<file path="config.mk">
export PLATFORM = sky130hd
export DESIGN_NAME = ccr_save_restore
export DESIGN_NICKNAME = d
export VERILOG_FILES = /design/src/rtl/ccr_save_restore.sv
export SDC_FILE = /design/constraint.sdc
export NUM_CORES = 1
export LEC_CHECK = 0
export CAP_MARGIN = 25
export CELL_PAD_IN_SITES_DETAIL_PLACEMENT = 1
export CELL_PAD_IN_SITES_GLOBAL_PLACEMENT = 1
export CORE_MARGIN = 3
export CORE_UTILIZATION = 45
export CTS_BUF_LIST = sky130_fd_sc_hd__clkbuf_8
export DETAILED_ROUTE_END_ITERATION = 10
export DONT_BUFFER_PORTS = 1
export HOLD_SLACK_MARGIN = 0.03
export PLACE_DENSITY_LB_ADDON = 0.1
export SETUP_SLACK_MARGIN = 0.1
export SLEW_MARGIN = 20
export SYNTH_ARGS = -nofsm -noshare
export SYNTH_HDL_FRONTEND = slang
export SYNTH_SLANG_ARGS = --single-unit
</file>
<file path="constraint.sdc">
create_clock -name clk -period 1.85 [get_ports clk]
set_clock_uncertainty 0.15 [all_clocks]
set_input_delay 0.37 -clock clk [delete_from_list [all_inputs] [get_ports clk]]
set_output_delay 0.37 -clock clk [all_outputs]
set_load 0.005 [all_outputs]
</file>
<file path="src/rtl/ccr_save_restore.sv">
// CCR flag save/restore LIFO for interrupt entry and RTI return.
// Define CCR_NEST_EN for a 4-deep nested stack; otherwise a single entry is held.
module ccr_save_restore (
   input  logic       clk,
   input  logic       rst,
   input  logic [3:0] flags_in,
   input  logic       int_req,
   input  logic       rti_req,
   input  logic       stall,
   output logic       int_ack,
   output logic       rti_ack,
   output logic       restore_valid,
   output logic [3:0] restore_flags,
   output logic [2:0] depth,
   output logic       ovf_err,
   output logic       unf_err
);

`ifdef CCR_NEST_EN
   localparam int DEPTH_MAX = 4;
   localparam int DW        = 3;
`else
   localparam int DEPTH_MAX = 1;
   localparam int DW        = 1;
`endif

   localparam logic [DW-1:0] FULL = DW'(DEPTH_MAX);

   typedef enum logic [1:0] {IDLE, INT_DONE, RTI_DONE} state_t;

   state_t        state_q;
   logic [DW-1:0] depth_q, depth_d;
   logic [3:0]    stack_q [DEPTH_MAX];
   logic [3:0]    stack_d [DEPTH_MAX];
   logic          int_ack_q, rti_ack_q, restore_valid_q, ovf_err_q, unf_err_q;
   logic [3:0]    restore_flags_q;
   logic          push, pop;

   // Entry 0 is always the top of stack; pushes shift older entries down.
   assign push = (state_q == IDLE) && !stall && int_req && (depth_q != FULL);
   assign pop  = (state_q == RTI_DONE) && (depth_q != '0);

   always_comb begin
      stack_d = stack_q;
      depth_d = depth_q;
      if (push) begin
         stack_d[0] = flags_in;
         for (int i = 1; i < DEPTH_MAX; i++)
            stack_d[i] = stack_q[i-1];
         depth_d = depth_q + DW'(1);
      end else if (pop) begin
         for (int i = 0; i < DEPTH_MAX - 1; i++)
            stack_d[i] = stack_q[i+1];
         stack_d[DEPTH_MAX-1] = 4'h0;
         depth_d = depth_q - DW'(1);
      end
   end

   always_ff @(posedge clk or posedge rst) begin
      if (rst) begin
         depth_q <= '0;
         for (int i = 0; i < DEPTH_MAX; i++)
            stack_q[i] <= 4'h0;
      end else begin
         depth_q <= depth_d;
         stack_q <= stack_d;
      end
   end

   always_ff @(posedge clk or posedge rst) begin
      if (rst) begin
         state_q         <= IDLE;
         int_ack_q       <= 1'b0;
         rti_ack_q       <= 1'b0;
         restore_valid_q <= 1'b0;
         restore_flags_q <= 4'h0;
         ovf_err_q       <= 1'b0;
         unf_err_q       <= 1'b0;
      end else begin
         int_ack_q       <= 1'b0;
         rti_ack_q       <= 1'b0;
         restore_valid_q <= 1'b0;
         restore_flags_q <= 4'h0;
         case (state_q)
            IDLE: begin
               if (!stall) begin
                  if (int_req) begin
                     state_q   <= INT_DONE;
                     int_ack_q <= 1'b1;
                     if (depth_q == FULL)
                        ovf_err_q <= 1'b1;
                  end else if (rti_req) begin
                     state_q   <= RTI_DONE;
                     rti_ack_q <= 1'b1;
                     if (depth_q != '0) begin
                        restore_valid_q <= 1'b1;
                        restore_flags_q <= stack_q[0];
                     end else begin
                        unf_err_q <= 1'b1;
                     end
                  end
               end
            end
            INT_DONE: state_q <= IDLE;
            RTI_DONE: state_q <= IDLE;
            default:  state_q <= IDLE;
         endcase
      end
   end

   assign int_ack       = int_ack_q;
   assign rti_ack       = rti_ack_q;
   assign restore_valid = restore_valid_q;
   assign restore_flags = restore_flags_q;
   assign ovf_err       = ovf_err_q;
   assign unf_err       = unf_err_q;

`ifdef CCR_NEST_EN
   assign depth = depth_q;
`else
   assign depth = {2'b00, depth_q};
`endif

endmodule

</file>
; ---- After elaboration in Yosys (flattened, before gate mapping)
; Index checks and enable logic that the tools add are counted.
[word_totals]
ff_bits = 16
latch_bits = 0
ram_bits = 0
romBits = 0
in_bits = 9
out_inout_bits = 12
word_cells = 52
memories = 0
[op_classes]
n_addsub = 2
multipliers = 0
n_div = 0
n_lt_le_gt_ge = 0
eq_ne = 3
n_shift = 0
muxes = 25
n_bitwise = 3
n_reduce_logical = 10
[op_table]
columns = op, n
row1 = $mux W4, 7
row2 = $mux W1, 14
row3 = $mux W2, 4
row4 = $reduce_and A5 Y1, 1
row5 = $logic_and A1 B1 Y1, 4
row6 = $reduce_and A4 Y1, 1
row7 = $ne A3 B3 Y1 const B, 1
row8 = $not A1 Y1, 3
row9 = $eq A2 B2 Y1 const B, 1
row10 = $logic_not A2 Y1, 1
row11 = $ne A2 B2 Y1 const B, 1
row12 = $reduce_and A2 Y1, 1
row13 = $reduce_bool A2 Y1, 1
row14 = $add A1 B1 Y1 const B, 1
row15 = $logic_not A1 Y1, 1
row16 = $sub A1 B1 Y1 const B, 1

; ---- Logic depth before layout (Yosys ltp)
[logic_depth]
ltp_word = 5
ltp_mapped = 4
mapped_depth_nobuf = 3

; ---- Worst setup path before layout
; OpenSTA, ideal clock, no wires.
[synth_path]
path_type = register -> register
startpoint = register state_q[1]
endpoint = register stack_q[0] (netlist name)
setup_ps = 126
t_arrival_ps = 1096
required_time_ps = 1574
path_slack_ps = 478
stages_incl_launch_ff = 4
path_buffers = 0
period_less_slack_ps = 1372
cell_sequence = dfrtp_1 -> nor4b_4 -> and2_4 -> o21ai_0
[synth_between]
elab_chain_len = 5
elab_cells_between_ends = 8
cone_classes = 1 x eq/ne / 1 x mux / 6 x reduce/logical
[synth_rtl]
columns = item, line_no
row1 = from (decl), 31  ; state_t state_q;
row2 = from (signal assigned), 72  ; state_q <= IDLE;
row3 = from (signal assigned), 88  ; state_q <= INT_DONE;
row4 = from (signal assigned), 93  ; state_q <= RTI_DONE;
row5 = $logic_not A2 Y1, 40  ; assign push = (state_q == IDLE) && !stall && int_req && (depth_q != FULL);
row6 = $logic_and A1 B1 Y1 (3 in a row), 40
row7 = $mux W4 / $reduce_bool A2 Y1 (equally long branches), n/a
row8 = to (signal assigned), 66  ; stack_q <= stack_d;
row9 = to (decl), 33  ; logic [3:0] stack_q [DEPTH_MAX];
; Parallel ways exist; a longest one is shown, timed or not.
; A chain may end at the register's enable or synchronous reset.

; ---- Final worst setup path
[layout_path]
startpoint = register state_q[1]
endpoint = register stack_q[3] (netlist name)
; The elaborated chain is that of the path after synthesis.

==> flow_metrics.tcl <==
set metrics [dict create \
    cts.htree.levels 1 \
    numCtsBuffers 3 \
    synthCells 51 \
    initial_core_util_pct 52.16 \
    grt_setup_unrepaired "no" \
    viasPerCell 5.809 \
    worstSetupStartpoint "state_q[1]" \
    vias 395 \
    rows 12 \
    hold_path_class "input pin to flop" \
    status "finished, final reports clean" \
    tns_ps 0 \
    crit_slowest_cell "nor4b_4" \
    die_y_um 43.55 \
    synth_warnings 0 \
    cts_setup_buffers 0 \
    fmax_ghz 0.6573 \
    cp-end-kind "flop" \
    antenna_cells 0 \
    clkLatencyLatePin_ps 250 \
    ys_seq_area_share_pct 63.12 \
    slew_viol_final 0 \
    grt_overflow 0 \
    synth_top_cell_by_area "dfrtp_1" \
    ir_drop_mv 0.7022 \
    p_sw_mw 0.2377 \
    grt_antenna_before_repair 0 \
    tritoncts "built" \
    synth_top_cell_area_share_pct 63.12 \
    reg2reg_from "state_q[1]" \
    max-slew-margin-rel_pct 59.79 \
    ys_async_sr_fraction_pct 100.0 \
    power_leakage_nw 0.3448 \
    firstDrtPassIters 2 \
    grt_pass1_wl_mm 1.883 \
    cts.clk_slew.worst_paths_ps 60 \
    cp_num_buf_inv 0 \
    hold_ws_ps 60.23 \
    worstPathRequired_ps 1830 \
    wl_mm 1.168 \
    synth_area_leaders "dfrtp_1, and3_1, buf_4" \
    cp_top_family "simple AND/OR/NAND/NOR gates" \
    clk_path_buf_depth 2 \
    synthTopCellsByCount "dfrtp_1, and3_1" \
    gp_congestion 0.7476 \
    ant_nets 0 \
    cts-resized-gates 0 \
    r2r_slack_ps 330 \
    post-route-min-period_ps 1521 \
    sw_frac_of_total_pct 26.63 \
    nNetsFinal 64 \
    synth_edf_count 0 \
    dpl.hpwl_um 823.2 \
    synth_cell_types 17 \
    ys_seq_elements 16 \
    cp_cell_sequence "nor4b_4, and2_4, o21ai_0" \
    grt_use_total_pct 13.66 \
    crit_type "flop to flop" \
    finalSetupViolCount 0 \
    path_max_fanout 7 \
    finalPower_mw 0.8925 \
    cts.sinks 16 \
    root_buffer "clkbuf_8" \
    grt_max_degree 17 \
    drv_cap 0 \
    dieArea_mm2 0.001896 \
    core_mm2 0.001216 \
    power_density_mw_per_mm2 1274 \
    internal_power_mw 0.6548 \
    drive_gt1_share_pct 16.67 \
    startpoint_type "flop" \
    grt_pass1_vias 416 \
    cp.arrival_ps 1500 \
    pin_count 21 \
    wire_per_inst_um 17.18 \
    synth_ff_type "dfrtp_1" \
    dr.first_iter.drc_count 1 \
    syn_area_um2 634.4 \
    clkPwrFrac_pct 34.1 \
    power_frac_seq_pct 54.1 \
    areaGrowthSynthToFinish_pct 10.45 \
    drc 0 \
    synth_area_per_cell_um2 12.44 \
    slowest_delay_ps 470 \
    die_w_um 43.55 \
    p_comb_share_pct 11.8 \
    hold_start "stall" \
    post-route-period-util_pct 82.24 \
    worstMarginPinSlew_ps 602.4 \
    hold_violations 0 \
    portBuffers 0 \
    yosysMostFrequentCell "dfrtp_1" \
]
[stage by stage]
| step | std cells | area, um2 | utilization, % | worst slack [ps] |
|---|---|---|---|---|
| 2_1_floorplan | 52 | 638.1 | - | 478.5 |
| 5_1_grt | 68 | 700.7 | 57.61 | 200.6 |
| 4_1_cts | 67 | 690.7 | 56.79 | 302.5 |
| 6_report | 68 | 700.7 | 57.61 | 328.6 |
| 3_5_place_dp | 62 | 625.6 | 51.44 | 332.2 |
| 3_3_place_gp | 62 | 625.6 | 51.44 | 376.6 |
[sequential cells by signal (all words and copies together), names as in the netlist]
| signal | count |
|---|---|
| restore_valid | 1 |
| ovf_err | 1 |
| stack_q | 4 |
| state_q | 2 |
| depth_q | 1 |
| rti_ack | 1 |
| int_ack | 1 |
| unf_err | 1 |
| restore_flags | 4 |
[worst register-to-register path, delay by kind of cell (launching register included)]
kind | cells | cell delay, ps
simple gates | 2 | 710
flops | 1 | 460
compound gates | 1 | 90
[placed cells by master (no fill, tap or decap)]
cell type and n:
and3_1 5, nor4b_4 1, dfrtp_1 16, and2_1 2, or2b_1 1, inv_1 2, dlygate4sd3_1 2, nand3_1 4
clkbuf_8 4, nor4_2 1, nand3b_1 1, conb_1 2, and2_4 1, o21ai_0 4, nand2_1 4, a21o_2 2
nor4b_1 1, a21o_1 1
[layout make-up]
class	count	area, um2
Multi-Input combinational cell	30	200.2
Fill cell	129	515.5
Tap cell	14	17.52
Clock buffer	4	55.05
Sequential cell	16	400.4
Timing Repair Buffer	2	20.02
Inverter	2	7.507
[power by group through the flow]
stage	registers, mW	logic [mW]	clock network [mW]
2_1_floorplan	0.465	0.102	0
3_3_place_gp	0.483	0.0976	0
3_5_place_dp	0.489	0.101	0
4_1_cts	0.483	0.104	0.305
5_1_grt	0.496	0.124	0.330
6_report	0.483	0.105	0.305
[kinds of logic after synthesis]
| family | count (synthesis) | share of synthesized area (%) |
|---|---|---|
| AOI/OAI and AO/OA | 7 | 7.102 |
| other | 1 | 0.5911 |
| and+or+nand+nor | 21 | 23.27 |
| buffers and inverters | 6 | 5.918 |
| DFF | 16 | 63.12 |
[timing repair]
action | 4_1_cts | 5_1_grt
hold buffers | 1 | 1
endpoints found under the hold margin | 16 | 1
setup endpoints to repair | 0 | 0
[worst paths after layout]
check / endpoint / depth (start not counted)
min in group asynchronous: state_q[1] / 2
min: int_ack / 1
max in group asynchronous: restore_flags[0] / 2
max: stack_q[3] / 3
min reg2reg: ovf_err / 1
max reg2reg: stack_q[3] / 3
[routing by layer]
metal	up-vias	part of all wire (%)	global-route usage, %
met5	-	0	0
met2	22	46	18.90
met4	0	1.2	7.229
met1	198	44	18.52
li1	173	-	-
met3	2	8.8	4.979
Power figures use the tool's default switching activity.
